[config.mk]
export PLATFORM = sky130hd
export DESIGN_NAME = sobol_sequencer_flat
export DESIGN_NICKNAME = d
export VERILOG_FILES = /design/src/rtl/sobol_pkg.sv /design/src/rtl/sobol_sequencer_if.sv /design/src/rtl/sobol_seq_counter.sv /design/src/rtl/sobol_sequencer.sv /design/src/flat_wrapper.sv
export SDC_FILE = /design/constraint.sdc
export NUM_CORES = 1
export LEC_CHECK = 0
export CORE_MARGIN = 2
export CORE_UTILIZATION = 54
export CTS_BUF_LIST = sky130_fd_sc_hd__clkbuf_4 sky130_fd_sc_hd__clkbuf_8
export DETAILED_ROUTE_END_ITERATION = 10
export MAX_ROUTING_LAYER = met4
export PLACE_DENSITY = 0.89
export SKIP_CTS_REPAIR_TIMING = 1
export SLEW_MARGIN = 10
export SYNTH_ARGS = -nofsm -noshare
export SYNTH_HDL_FRONTEND = slang
export SYNTH_HIERARCHICAL = 1
export SYNTH_SLANG_ARGS = --single-unit
[constraint.sdc]
create_clock -name clk -period 6.5 [get_ports clk]
set_input_delay 1.3 -clock clk [delete_from_list [all_inputs] [get_ports clk]]
set_output_delay 1.3 -clock clk [all_outputs]
set_load 0.01 [all_outputs]
[src/rtl/sobol_pkg.sv]
// Shared constants and types for the Sobol sequencer and the external Sobol generator.
package sobol_pkg;

  localparam int SOBOL_M = 50;
  localparam int DIM_W   = $clog2(SOBOL_M);

  typedef logic [31:0]      index_t;
  typedef logic [DIM_W-1:0] dim_t;

endpackage

[src/rtl/sobol_sequencer_if.sv]
// Request, generator and output-stream signals of the Sobol sequencer.
interface sobol_sequencer_if
  import sobol_pkg::*;
#(
  parameter int DW = DIM_W
);

  logic          start;
  index_t        start_index;
  index_t        num_points;
  logic [DW:0]   num_dims;

  index_t        sobol_N;
  logic [DW-1:0] sobol_dim;
  logic [31:0]   sobol_in;

  logic          out_valid;
  logic          out_ready;
  logic [31:0]   out_data;
  index_t        out_index;
  logic [DW-1:0] out_dim;
  logic          out_last_dim;
  logic          out_last;

  logic          busy;
  logic          done;

  modport master (
    output start, start_index, num_points, num_dims, sobol_in, out_ready,
    input  sobol_N, sobol_dim, out_valid, out_data, out_index, out_dim,
           out_last_dim, out_last, busy, done
  );

  modport slave (
    input  start, start_index, num_points, num_dims, sobol_in, out_ready,
    output sobol_N, sobol_dim, out_valid, out_data, out_index, out_dim,
           out_last_dim, out_last, busy, done
  );

endinterface

[src/rtl/sobol_seq_counter.sv]
// Point-major fetch pointer: index outer, dimension inner, with end-of-point and end-of-run flags.
module sobol_seq_counter
  import sobol_pkg::*;
#(
  parameter int DW = DIM_W
) (
  input  logic          clk,
  input  logic          rst,
  input  logic          clear,
  input  logic          load,
  input  logic          advance,
  input  index_t        start_index,
  input  index_t        num_points,
  input  logic [DW:0]   num_dims,
  output index_t        idx,
  output logic [DW-1:0] dim,
  output logic          pending,
  output logic          last_dim,
  output logic          last
);

  index_t        pts_left;
  logic [DW-1:0] dim_max;

  // Termination uses the remaining-points count, never points*dims.
  assign last_dim = (dim == dim_max);
  assign last     = last_dim && (pts_left == 32'd1);

  always_ff @(posedge clk or posedge rst) begin
    if (rst) begin
      idx      <= '0;
      dim      <= '0;
      pts_left <= '0;
      dim_max  <= '0;
      pending  <= 1'b0;
    end else if (clear) begin
      idx      <= '0;
      dim      <= '0;
      pts_left <= '0;
      dim_max  <= '0;
      pending  <= 1'b0;
    end else if (load) begin
      idx      <= start_index;
      dim      <= '0;
      pts_left <= num_points;
      dim_max  <= DW'(num_dims - 1'b1);
      pending  <= (num_points != '0) && (num_dims != '0);
    end else if (advance && pending) begin
      if (last_dim) begin
        dim      <= '0;
        idx      <= idx + 32'd1;  // wraps modulo 2^32
        pts_left <= pts_left - 32'd1;
        if (pts_left == 32'd1) pending <= 1'b0;
      end else begin
        dim <= dim + 1'b1;
      end
    end
  end

endmodule

[src/rtl/sobol_sequencer.sv]
// Walks (index, dimension) pairs through an external combinational Sobol generator and streams the results.
module sobol_sequencer
  import sobol_pkg::*;
#(
  parameter int M  = SOBOL_M,
  parameter int DW = $clog2(M)
) (
  input logic             clk,
  input logic             rst,
  sobol_sequencer_if.slave bus
);

  localparam logic [1:0] S_IDLE = 2'd0;
  localparam logic [1:0] S_RUN  = 2'd1;
  localparam logic [1:0] S_DONE = 2'd2;

  logic [1:0]    state;
  logic [DW:0]   dims_clamped;
  logic          start_ok, run_ok, load_out, final_xfer;
  logic          pending, cnt_last_dim, cnt_last;
  index_t        cnt_idx;
  logic [DW-1:0] cnt_dim;

  logic          ov, o_last_dim, o_last;
  logic [31:0]   o_data;
  index_t        o_index;
  logic [DW-1:0] o_dim;

  assign dims_clamped = (bus.num_dims > (DW+1)'(M)) ? (DW+1)'(M) : bus.num_dims;
  assign start_ok     = (state == S_IDLE) && bus.start;
  assign run_ok       = (bus.num_points != '0) && (dims_clamped != '0);
  // A slot is free when the output register is empty or being drained this cycle.
  assign load_out     = (state == S_RUN) && pending && (!ov || bus.out_ready);
  assign final_xfer   = (state == S_RUN) && ov && bus.out_ready && o_last;

  sobol_seq_counter #(.DW(DW)) u_counter (
    .clk         (clk),
    .rst         (rst),
    .clear       (final_xfer),
    .load        (start_ok && run_ok),
    .advance     (load_out),
    .start_index (bus.start_index),
    .num_points  (bus.num_points),
    .num_dims    (dims_clamped),
    .idx         (cnt_idx),
    .dim         (cnt_dim),
    .pending     (pending),
    .last_dim    (cnt_last_dim),
    .last        (cnt_last)
  );

  // NOTE: all state below uses non-blocking assignments so every register samples pre-edge values.
  always_ff @(posedge clk or posedge rst) begin
    if (rst) begin
      state <= S_IDLE;
    end else begin
      case (state)
        S_IDLE:  if (bus.start) state <= run_ok ? S_RUN : S_DONE;
        S_RUN:   if (final_xfer) state <= S_DONE;
        S_DONE:  state <= S_IDLE;
        default: state <= S_IDLE;
      endcase
    end
  end

  always_ff @(posedge clk or posedge rst) begin
    if (rst) begin
      ov         <= 1'b0;
      o_data     <= '0;
      o_index    <= '0;
      o_dim      <= '0;
      o_last_dim <= 1'b0;
      o_last     <= 1'b0;
    end else if (load_out) begin
      ov         <= 1'b1;
      o_data     <= bus.sobol_in;
      o_index    <= cnt_idx;
      o_dim      <= cnt_dim;
      o_last_dim <= cnt_last_dim;
      o_last     <= cnt_last;
    end else if (bus.out_ready) begin
      ov <= 1'b0;
    end
  end

  assign bus.sobol_N      = cnt_idx;
  assign bus.sobol_dim    = cnt_dim;
  assign bus.out_valid    = ov;
  assign bus.out_data     = o_data;
  assign bus.out_index    = o_index;
  assign bus.out_dim      = o_dim;
  assign bus.out_last_dim = o_last_dim;
  assign bus.out_last     = o_last;
  assign bus.busy         = (state != S_IDLE);
  assign bus.done         = (state == S_DONE);

endmodule

[src/flat_wrapper.sv]
// flat-port wrapper written by rule: the top's interface ports become plain ports
module sobol_sequencer_flat import sobol_pkg::*;
#(
  parameter int M  = SOBOL_M,
  parameter int DW = $clog2(M)
)
  (clk, rst, bus_start, bus_start_index, bus_num_points, bus_num_dims, bus_sobol_in, bus_out_ready, bus_sobol_N, bus_sobol_dim, bus_out_valid, bus_out_data, bus_out_index, bus_out_dim, bus_out_last_dim, bus_out_last, bus_busy, bus_done);
  sobol_sequencer_if #(.DW(DW)) bus_i ();
  input logic clk;
  input logic rst;
  input wire logic [$bits(bus_i.start)-1:0] bus_start;
  input wire logic [$bits(bus_i.start_index)-1:0] bus_start_index;
  input wire logic [$bits(bus_i.num_points)-1:0] bus_num_points;
  input wire logic [$bits(bus_i.num_dims)-1:0] bus_num_dims;
  input wire logic [$bits(bus_i.sobol_in)-1:0] bus_sobol_in;
  input wire logic [$bits(bus_i.out_ready)-1:0] bus_out_ready;
  output wire logic [$bits(bus_i.sobol_N)-1:0] bus_sobol_N;
  output wire logic [$bits(bus_i.sobol_dim)-1:0] bus_sobol_dim;
  output wire logic [$bits(bus_i.out_valid)-1:0] bus_out_valid;
  output wire logic [$bits(bus_i.out_data)-1:0] bus_out_data;
  output wire logic [$bits(bus_i.out_index)-1:0] bus_out_index;
  output wire logic [$bits(bus_i.out_dim)-1:0] bus_out_dim;
  output wire logic [$bits(bus_i.out_last_dim)-1:0] bus_out_last_dim;
  output wire logic [$bits(bus_i.out_last)-1:0] bus_out_last;
  output wire logic [$bits(bus_i.busy)-1:0] bus_busy;
  output wire logic [$bits(bus_i.done)-1:0] bus_done;
  assign bus_i.start = bus_start;
  assign bus_i.start_index = bus_start_index;
  assign bus_i.num_points = bus_num_points;
  assign bus_i.num_dims = bus_num_dims;
  assign bus_i.sobol_in = bus_sobol_in;
  assign bus_i.out_ready = bus_out_ready;
  assign bus_sobol_N = bus_i.sobol_N;
  assign bus_sobol_dim = bus_i.sobol_dim;
  assign bus_out_valid = bus_i.out_valid;
  assign bus_out_data = bus_i.out_data;
  assign bus_out_index = bus_i.out_index;
  assign bus_out_dim = bus_i.out_dim;
  assign bus_out_last_dim = bus_i.out_last_dim;
  assign bus_out_last = bus_i.out_last;
  assign bus_busy = bus_i.busy;
  assign bus_done = bus_i.done;
  sobol_sequencer #(.M(M), .DW(DW)) u_core (.clk(clk), .rst(rst), .bus(bus_i));
endmodule
### After elaboration in Yosys (flattened, before gate mapping)

Index checks and enable logic that the tools add are counted.

* $add $sub $neg: 4
* $mul: 0
* div/mod/pow operators: 0
* magnitude comparators: 1
* eq/ne operators: 6
* shifts and indexed selects: 0
* multiplexer cells: 26
* bitwise logic cells: 0
* reduce and logical (&&, ||, !) cells: 24

Operator list (number)
* 32-bit 2-to-1 mux: 8
* 6-bit 2-to-1 mux: 6
* 32-bit by 1-bit adder with 32-bit output, second input constant: 1
* 32-bit by 1-bit == test with 1-bit output, second input constant: 1
* 32-bit nonzero test: 1
* 32-bit by 1-bit subtractor with 32-bit output, second input constant: 1
* 1-bit logical AND: 10
* 3-bit nonzero test: 3
* 7-bit by 6-bit > comparator with 1-bit output, second input constant: 1
* 1-bit 2-to-1 mux: 7
* 7-bit 2-to-1 mux: 1
* 7-bit nonzero test: 1
* 6-bit by 1-bit adder with 6-bit output, second input constant: 1
* 6-bit == test: 1
* 2-bit 2-to-1 mux: 3
* 2-bit nonzero test: 3
* 6-bit by 1-bit subtractor with 6-bit output, second input constant: 1
* 2-bit case mux with 2 select lines: 1
* 2-bit AND reduction: 2
* 3-bit AND reduction: 1
* 2-bit by 1-bit == test with 1-bit output, second input constant: 1
* 2-bit == test, second input constant: 1
* 2-bit logical NOT: 1
* 2-bit by 1-bit != test with 1-bit output, second input constant: 1
* 3 further kinds: 3

* bits in registers: 152
* bits in latches: 0
* bits in writable memories: 0
* memory bits (read-only): 0
* bits of input ports: 107
* output and inout port bits: 113
* logic and storage cells: 73
* memories: 0

### Depth between registers and ports, before layout

Gate-level depths: netlist of the first run.

* depth after elaboration: 7
* mapped depth: 11
* mapped depth without buffers: 10

### Modules after synthesis

The synthesis of the first run kept the hierarchy.

Modules (own cells, without submodules)
* sobol_seq_counter: times used 1, cells each 572, area each 4904.7 µm², sequential area each 1926.8 µm²
* sobol_sequencer: times used 1, cells each 197, area each 3002.9 µm², sequential area each 1876.8 µm²

### Worst setup path after synthesis of the first run

No wires, ideal clock.

* path kind: input port to flip-flop
* from: in bus_out_ready
* to: reg u_core.u_counter.pts_left[17]
* library setup time: 125 ps
* arrival: 3306 ps
* required time: 6375 ps
* setup slack: 3069 ps
* cell stages on the path: 10
* path buffers: 3
* cells stage by stage: inv_1 -> a21oi_4 -> buf_6 -> nand2_1 -> or3_1 -> clkbuf_1 -> nor2_1 -> clkbuf_1 -> a211oi_1 -> a2111oi_0

* word-level cells in the longest chain between the ends: 5
* elaborated cells on any way between the ends: 9
* classes of those cells: 1 x mux; 8 x reduce/logical

Ends and longest elaborated chain
* from (decl): line flat_wrapper.sv:16 `input wire logic [$bits(bus_i.out_ready)-1:0] bus_out_ready;`
* 1-bit logical OR: line sobol_sequencer.sv:33 `assign load_out = (state == S_RUN) && pending && (!ov || bus.out_ready);`
* 1-bit logical AND: line sobol_sequencer.sv:33
* named net u_core.load_out: line sobol_sequencer.sv:19 `logic start_ok, run_ok, load_out, final_xfer;`
* 1-bit logical AND: line sobol_seq_counter.sv:48 `end else if (advance && pending) begin`
* 3-bit nonzero test (no source line)
* 2-bit AND reduction (no source line)
* to (signal assigned): line sobol_seq_counter.sv:45 `pts_left <= num_points;`
* to (signal assigned): line sobol_seq_counter.sv:52 `pts_left <= pts_left - 32'd1;`
* to (decl): line sobol_seq_counter.sv:22 `index_t pts_left;`

The timed path passes the listed nets, and every way through them passes these cells.
A chain may end at the register's enable or synchronous reset.

### Final worst setup path of the first run

* from: in bus_out_ready
* to: reg u_core.u_counter.pts_left[29]

* word-level cells in the longest chain between the ends: 5
* elaborated cells on any way between the ends: 9
* classes of those cells: 1 x mux; 8 x reduce/logical

Ends and longest elaborated chain (line)
* 1-bit logical OR: sobol_sequencer.sv:33
* 1-bit logical AND: sobol_sequencer.sv:33
* 1-bit logical AND: sobol_seq_counter.sv:48
* 3-bit nonzero test (no source line)
* 2-bit AND reduction (no source line)

Several ways; a longest one is shown, not always the timed one.

==> results.md, run 1 <==
* Status: completed
* Final min period at around 4300 ps
* IO Port Bufs at 219
* Starting Density at roughly 55%
* Synthesized area per cell at 10.28 um2
* Vias per inst at approximately 6.3
* PwrDens at around 450 nW/um2
* Gr busiest metal: met2
* Seq cells post-synth at about 150
* Diodes inserted at 0
* Worst Path Max Fanout at 16
* Routing usage on met1 at between 40% and 50%
* RSZ-0062 raised after global routing: false
* Relative slew slack at between 30% and 40%
* Fmax at approximately 0.23 GHz
* MaxCap Viol Count at 0
* Detailed Place HPWL at ~17000 um
* P&R area growth vs syn at 34.40%
* Clk_lat worst skew at roughly 490 ps
* Initial antenna violation count at 0
* Nets at between 1000 and 1500
* Type of the worst setup path: input pin to flop
* Final wirelength at ~24000 um
* Bufs on Longest Clock Path at 2
* Post-route cell area at approximately 11000 um2
* WHS Endpoint: u_core/bus.out_data[11]
* R2r setup slk at between 2000 and 3000 ps
* Reg-to-reg startpoint: u_core/state[1]
* Worst-path clk slew at ~100 ps
* # H-tree levels at 4
* CTS tree: done
* Die W at 125.0 um
* Main synth FF type: dfrtp_1
* Top-count cell post-synth: dfrtp_1
* Post-route ant nets at 0
* DR pass1 iterations at 6
* Synth Instances at 769
* Sequential share of the synthesized area at between 40% and 50%
* Die Y at approximately 130 um
* Fraction of the cycle the final worst path needs at 66.22%
* Worst IR Drop VDD at 0.2926 mV
* Post-route DRC at 0
* Gr ovfl total at 0
* Full die area at 15630 um2
* Number of synthesized flops with an enable pin at 0
* Routability cong. at 0.9213
* DRT iter0 DRCs at approximately 1000
* Setup TNS at 0 ps
* Number of setup violations in the final report at 0
* Via Count at 7411
* Number of global-route vias before repair at 7257
* Hold Crit Class: flop to flop
* Post-synth ARST share at between 90% and 100%
* GRT Overall Usage at approximately 32%
* Worst Setup End Kind: flop
* Largest net degree at the start of global routing at 63
* CP Launch Type: input pin
* Slew Limit Fails at 0
* Layout cells sized above 1 at 13.17%
* Leak Pwr at about 4.0 nW
* Yosys cell types at 61
* Syn Nets at just under 900
* Met3 usage at 7.146%
* CTS buffer count at 17
* Area leader, netlist: dfrtp_1
* Least-Margin Pin Slew at approximately 920 ps
* Layout Skew at roughly 14 ps
* Most frequent cells after synthesis: dfrtp_1, nor2_1, mux2_2
* Rows at 44
* Core box area at 14420 um2
* Worst EP required at 6900 ps
* Final Hold Fails at 0
* Top cell type's share of synthesized area at between 40% and 50%
* Grt met2 use at 49.97%
* Crit Reg-Reg Endpoint: u_core/u_counter/pts_left[29]
* # IOs at 220
* R2r worst-path depth at 8
* Yosys Warn Count at 6
* Crit path arrival time at about 4700 ps
* Mapped Area at around 7900 um2
* HP Start: u_core/bus.out_data[11]
* Top area cells in the synthesized netlist: dfrtp_1, mux2_2, nor2_1, nor4_1, a211oi_1
* Num Clock Sinks at around 150
* Routed len/inst at 20.61 um
* Placed Area at 10200 um2
* First-pass GRT wire length at ~39000 um
* CTS Root Buffer Type: clkbuf_8
* Hold Path Stages at 1
-- metrics by stage --
step	cells	power [mW]	hold slack (ps)	worst slack [ps]	utilization [%]
6_report	1171	4.762	499.0	2196	73.68
3_5_place_dp	1139	3.945	475.1	1782	70.75
3_3_place_gp	1139	3.871	468.4	2002	70.75
2_1_floorplan	769	2.946	484.7	3069	-
5_1_grt	1171	5.033	520.3	2032	73.68
4_1_cts	1171	4.757	497.1	2293	73.68
-- critical path: stages --
cell and delay (ps):
clkdlybuf4s50_1 500, inv_1 90, a21oi_4 490, nand2_1 250, or3_1 670, nor2_1 710, o21ai_1 420, o22ai_1 270
-- worst max-delay path by stage --
stage             startpoint                             to  slack, ps  depth (start not counted)
2_1_floorplan  bus_out_ready  u_core/u_counter/pts_left[17]       3070                         10
3_3_place_gp   bus_out_ready  u_core/u_counter/pts_left[23]       2000                          8
3_5_place_dp   bus_out_ready  u_core/u_counter/pts_left[27]       1780                          8
4_1_cts        bus_out_ready  u_core/u_counter/pts_left[29]       2290                          8
5_1_grt        bus_out_ready  u_core/u_counter/pts_left[29]       2030                          8
6_report       bus_out_ready  u_core/u_counter/pts_left[29]       2200                          8
-- state kept, by name (all words and copies together), names as in the netlist --
name                       flops
u_core/u_counter/idx          32
u_core/bus.out_index          32
u_core/bus.out_valid           1
u_core/u_counter/pts_left     32
u_core/bus.out_last            1
u_core/u_counter/dim_max       6
u_core/u_counter/pending       1
u_core/state                   2
u_core/u_counter/dim           6
u_core/bus.out_data           32
u_core/bus.out_dim             6
u_core/bus.out_last_dim        1
-- cell families (layout without fill, tap and decap cells) --
family	count (synthesis)	in the layout	share of synthesized area, %
other	1	1	0.04742
buffers and inverters	63	281	3.560
XOR/XNOR	32	32	3.544
AND/OR/NAND/NOR	313	313	21.17
AO/OA/AOI/OAI	125	125	11.72
adder cells (fa/ha/maj)	6	6	0.9493
flip-flops	152	152	48.10
multiplexers	77	77	10.90
-- power breakdown --
part	internal (mW)	switching (mW)	total, mW
Sequential	1.37	0.442	1.81
Clock	0.388	0.397	0.784
Combinational	1.20	0.975	2.17
Total	2.95	1.81	4.76
-- routing by layer --
metal | vias to the layer above | share of wire (%)
met3 | 58 | 9.3
met1 | 3576 | 40
met2 | 452 | 48
met4 | 0 | 2.3
met5 | - | 0
li1 | 3325 | -
-- final cells by class --
type	instances	area, um2
clock buffers	17	234.0
clock inverters	15	188.9
fillers	1039	3796
inverters	22	83.83
multi-input cells	554	3835
flip-flops and latches	152	3804
well taps	184	230.2
repair buffers	227	2252
-- cells in the final DEF, fill, tap and decap left out, types with 17 or more instances in the layout --
master           netlist  routed
nor2_1                74      73
nand2_1               49      49
nand3_1               18      18
inv_1                 22      19
nor4_1                44      44
nor3_1                23      23
a211oi_1              28      28
nand4_1               27      27
mux2_2                69      69
clkbuf_8               0      17
dfrtp_1              152     152
xnor2_1               24      24
o21ai_0               20      20
clkdlybuf4s50_1        0     219
No activity file was read; power rests on OpenSTA's default activity.
==> inputs of run 2 (changes only) <==
--- a/config.mk
+++ b/config.mk
@@ -6,11 +6,11 @@
 export NUM_CORES = 1
 export LEC_CHECK = 0
 export CORE_MARGIN = 2
-export CORE_UTILIZATION = 54
+export CORE_UTILIZATION = 45
 export CTS_BUF_LIST = sky130_fd_sc_hd__clkbuf_4 sky130_fd_sc_hd__clkbuf_8
 export DETAILED_ROUTE_END_ITERATION = 10
 export MAX_ROUTING_LAYER = met4
-export PLACE_DENSITY = 0.89
+export PLACE_DENSITY = 0.79
 export SKIP_CTS_REPAIR_TIMING = 1
 export SLEW_MARGIN = 10
 export SYNTH_ARGS = -nofsm -noshare
==> constraint.sdc (replaced) <==
create_clock -name clk -period 3.8 [get_ports clk]
set_input_delay 0.76 -clock clk [delete_from_list [all_inputs] [get_ports clk]]
set_output_delay 0.76 -clock clk [all_outputs]
set_load 0.01 [all_outputs]
==> run 2 against run 1 <==
Effect of this change:
- final cell count grew 4.7%
- register-to-register slack lost 2000 ps
- global-route usage decreased by 5.3 points
- sequential share of layout area fell by 0.60 points
- flip-flop and latch count is the same
- combinational power increased by 71%
- design area is 1.7% higher
- die area is 19% higher
- first-iteration DRC count decreased by 28%
==> results.md, run 2 (synthesized netlist as in run 1, its figures left out) <==
* Crit Reg-Reg Endpoint: u_core/u_counter/pts_left[28]
* Routability cong. at approximately 0.95
* Core box area at about 17000 um2
* Total power at between 8 and 9 mW
* Final wirelength at around 24000 um
* Post-route cell area at between 10000 and 15000 um2
* Post-place setup slack at roughly 410 ps
* Inst Count DP at roughly 1200
* Starting Density at 45.88%
* # H-tree levels at 4
* Reg-to-reg startpoint: u_core/u_counter/pts_left[0]
* Diodes inserted at 0
* Post-route DRC at 0
* CTS Root Buffer Type: clkbuf_8
* Worst Setup End Kind: flop
* CP Capture Point: u_core/u_counter/pts_left[16]
* Largest net degree at the start of global routing at 74
* Die Y at between 100 and 150 um
* P&R area growth vs syn at 36.69%
* Layout Skew at between 10 and 15 ps
* Setup TNS at 0 ps
* Die W at ~140 um
* Nets at about 1100
* GRT Overall Usage at 26.68%
* CP startpoint: bus_out_ready
* Num Clock Sinks at 152
* Leak Pwr at between 4 and 5 nW
* Worst IR Drop VDD at around 0.52 mV
* R2r setup slk at 870 ps
* Gr ovfl total at 0
* Fin util at a little over three fifths
* Full die area at roughly 19000 um2
* Setup slack after layout at approximately 800 ps
* CP Launch Type: input pin
* MaxCap Viol Count at 0
* Initial antenna violation count at 0
* Fmax at about 0.33 GHz
* CTS tree: done
* Non-Filler Instances at 1226
* # IOs at between 200 and 250
* DRT iter0 DRCs at roughly 750
* Final Hold Fails at 0
* R2r worst-path depth at 7
* Status: completed
* Worst-path clk slew at approximately 80 ps
* First-pass GRT wire length at 37290 um
* Fraction of the cycle the final worst path needs at 79.04%
* Relative slew slack at roughly 30%
* Layout cells sized above 1 at between 10% and 20%
* Detailed Place HPWL at approximately 17000 um
* Number of global-route vias before repair at about 7200
* Worst EP required at between 4000 and 5000 ps
* IO Port Bufs at 219
* Final min period at 3004 ps
* Worst Path Max Fanout at 9
* CTS buffer count at 17
* Placed Area at slightly above 10000 um2
* Bufs on Longest Clock Path at 2
* Slew Limit Fails at 0
* Rows at 48
* Least-Margin Pin Slew at 1039 ps
* Routed len/inst at slightly below 20 um
* Hold slack at between 400 and 500 ps
* DR pass1 iterations at 5
* Via Count at a little over 7000
* Most frequent cells in the layout: clkdlybuf4s50_1, dfrtp_1, nor2_1
* RSZ-0062 raised after global routing: false
* PwrDens at approximately 760 nW/um2
* Crit path arrival time at between 3000 and 4000 ps
* Type of the worst setup path: input pin to flop
* Clk_lat worst skew at 450 ps
* Hold Crit Class: flop to flop
* Post-route ant nets at 0
* Commonest non-fill, non-tap cell in the layout: clkdlybuf4s50_1
* Number of setup violations in the final report at 0
* Vias per inst at between 5 and 6
## run 2: metal layers
metal | wire, um | global-route usage [%] | vias to the layer above | share of wire (%)
met2 | 11050 | 40.17 | 335 | 46
met1 | 10620 | 35.97 | 3551 | 44
met3 | 1892 | 5.963 | 36 | 7.9
met5 | 0 | - | - | 0
li1 | - | - | 3330 | -
met4 | 404 | 8.565 | 0 | 1.7
## run 2: worst min-delay path by stage
stage,from,endpoint,slack [ps],cells after the start
finish,u_core/bus.out_index[18],u_core/bus.out_index[18],490,1
CTS,u_core/bus.out_data[11],u_core/bus.out_data[11],500,1
global route,u_core/bus.out_data[11],u_core/bus.out_data[11],520,1
detailed placement,u_core/bus.out_data[11],u_core/bus.out_data[11],480,1
global placement,u_core/bus.out_data[11],u_core/bus.out_data[11],470,1
floorplan,u_core/u_counter/pts_left[28],u_core/u_counter/pts_left[28],480,1
## run 2: power breakdown
part,total [mW],internal (mW),switching (mW)
logic,3.72,2.08,1.64
clock network,1.37,0.718,0.657
registers,3.08,2.33,0.747
total,8.18,5.13,3.04
## run 2: cell type report
type	count	area [um2]
well taps	225	281.5
clock inverters	15	200.2
multi-input cells	554	3835
inverters	22	85.08
clock buffers	17	234.0
fillers	1393	6427
flip-flops and latches	152	3804
repair buffers	241	2370
## run 2: worst max-delay path, stage by stage
cell and delay (ps):
clkdlybuf4s50_1 510, inv_1 80, a21oi_4 200, nand2_1 160, or3_1 540, buf_4 230
nor3_1 330, nand2_1 100, a2111oi_0 420
==> inputs of run 3 (changes only) <==
==> constraint.sdc (replaced) <==
create_clock -name clk -period 2.45 [get_ports clk]
set_input_delay 0.49 -clock clk [delete_from_list [all_inputs] [get_ports clk]]
set_output_delay 0.49 -clock clk [all_outputs]
set_load 0.01 [all_outputs]
==> run 3 against run 2 <==
Effect of this change:
- the run now ends with negative setup slack left
- sequential share of layout area fell by 3.6 points
- core utilization is 7.2 points higher
- worst hold slack got worse by 71 ps
- critical endpoint is now u_core/u_counter/pts_left[31]
- worst setup slack worse by 800 ps
- critical path type is now flop to flop
- final cell count is 10% higher
- combinational power up 84%
- first-iteration DRC count fell by 27%
- highest routed layer unchanged
- sequential power grew 49%
- global-route usage rose by 0.97 points
- power grew 61%
- via count up 8.7%
- non-clock buffer count increased by 128
==> results.md, run 3 (synthesized netlist as in run 1, its figures left out) <==
* Nets at roughly 1200
* Routability cong. at between 0.9 and 1
* Full die area at roughly 19000 um2
* GRT Overall Usage at between 20% and 30%
* Leak Pwr at between 4 and 5 nW
* Largest net degree at the start of global routing at 57
* Detailed Place HPWL at roughly 19000 um
* Relative slew slack at a little over half
* Worst Path Max Fanout at 4
* Setup slack after layout at -6.945 ps
* Type of the worst setup path: flop to flop
* Final Hold Fails at 0
* P&R area growth vs syn at 52.48%
* CP Launch Type: flop
* Number of global-route vias before repair at around 7600
* CTS buffer count at 17
* Worst EP required at between 2000 and 3000 ps
* Initial antenna violation count at 0
* CTS tree: done
* Layout Skew at 13.04 ps
* Status: complete, but fails checks
* Post-route ant nets at 0
* Most frequent cells in the layout: clkdlybuf4s50_1, dfrtp_1, buf_4
* Fillers at around 1300
* Worst-path clk slew at 100 ps
* # IOs at between 200 and 250
* DR pass1 iterations at 6
* Rows at 48
* Core box area at about 17000 um2
* Fraction of the cycle the final worst path needs at 100.3%
* Commonest non-fill, non-tap cell in the layout: clkdlybuf4s50_1
* Failing checks: negative setup slack
* Num Clock Sinks at approximately 150
* IO Port Bufs at around 220
* Least-Margin Pin Slew at between 700 and 800 ps
* Fin util at a little over two thirds
* Die W at roughly 140 um
* Non-Filler Instances at around 1400
* Inst Count DP at around 1300
* Die Y at around 140 um
* Number of setup violations in the final report at 1
* Fmax at just over 0.4 GHz
* Diodes inserted at 0
* Slew Limit Fails at 0
* PwrDens at roughly 1100 nW/um2
* Routed len/inst at 18.71 um
* Final min period at approximately 2500 ps
* Clk_lat worst skew at between 400 and 500 ps
* Bufs on Longest Clock Path at 2
* CTS Root Buffer Type: clkbuf_8
* DRT iter0 DRCs at roughly 550
* Post-route DRC at 0
* Worst IR Drop VDD at 0.9672 mV
* First-pass GRT wire length at 38910 um
* Starting Density at a little under half
* MaxCap Viol Count at 0
* Hold Crit Class: input pin to async pin
* RSZ-0062 raised after global routing: true
* Crit path arrival time at ~2800 ps
* # H-tree levels at 4
* Gr ovfl total at 0
* Worst Setup End Kind: flop
* Final wirelength at roughly 25000 um
* Layout cells sized above 1 at a little over a quarter
* Via Count at slightly below 8000
* Vias per inst at a little under 6
## run 3: per-stage QoR
step | hold WS (ps) | setup slack [ps] | TNS, ps | cell area, um2 | power [mW]
6_report | 421.3 | -6.945 | -6.945 | 12060 | 13.21
5_1_grt | 442.4 | -74.08 | -304.0 | 12060 | 13.99
4_1_cts | 423.7 | -187.3 | -2559 | 11810 | 13.01
3_5_place_dp | 475.4 | -662.2 | -37280 | 11440 | 11.19
3_3_place_gp | 467.8 | -606.9 | -35500 | 11440 | 11.01
2_1_floorplan | 484.7 | -41.81 | -142.5 | 8025 | 7.868
## run 3: final cells by class
class                      instances  area (um2)  area share [%]
tap                              225       281.5           2.335
inverter                          22       90.09          0.7471
multi-input combinational        554        4069           33.74
timing repair buffer             369        3451           28.62
clock inverter                    14       115.1          0.9547
clock buffer                      18       247.7           2.055
sequential                       152        3804           31.55
## run 3: layer usage
metal,global-route usage (%),share of wire (%)
met1,36.09,42
met4,9.780,2.3
met3,6.111,8.3
met2,42.67,47
met5,-,0
## run 3: path summary, 6_finish.rpt
path	start	to	slack (ps)	depth (start not counted)
setup reg to reg	u_core/u_counter/pts_left[21]	u_core/u_counter/pts_left[31]	-7	5
max in group asynchronous	rst	u_core/u_counter/dim_max[0]	1360	3
hold / removal	rst	u_core/bus.out_dim[5]	420	2
min in group clk	u_core/bus.out_data[12]	u_core/bus.out_data[12]	500	1
hold reg to reg	u_core/bus.out_data[12]	u_core/bus.out_data[12]	500	1
setup / recovery	u_core/u_counter/pts_left[21]	u_core/u_counter/pts_left[31]	-7	5
## run 3: worst max-delay path, cell delays in order, from the launching register on
cell and delay (ps):
dfrtp_1 390, or4_4 550, or3_4 360, or3_4 340, or4_4 490, a311oi_2 230
## run 3: report_power, final
| part | switching (mW) | leakage [nW] | internal, mW |
|---|---|---|---|
| clock | 1.04 | 0.166 | 0.746 |
| combinational | 3.01 | 2.91 | 3.83 |
| sequential | 0.957 | 1.75 | 3.62 |
| total | 5.01 | 4.83 | 8.20 |
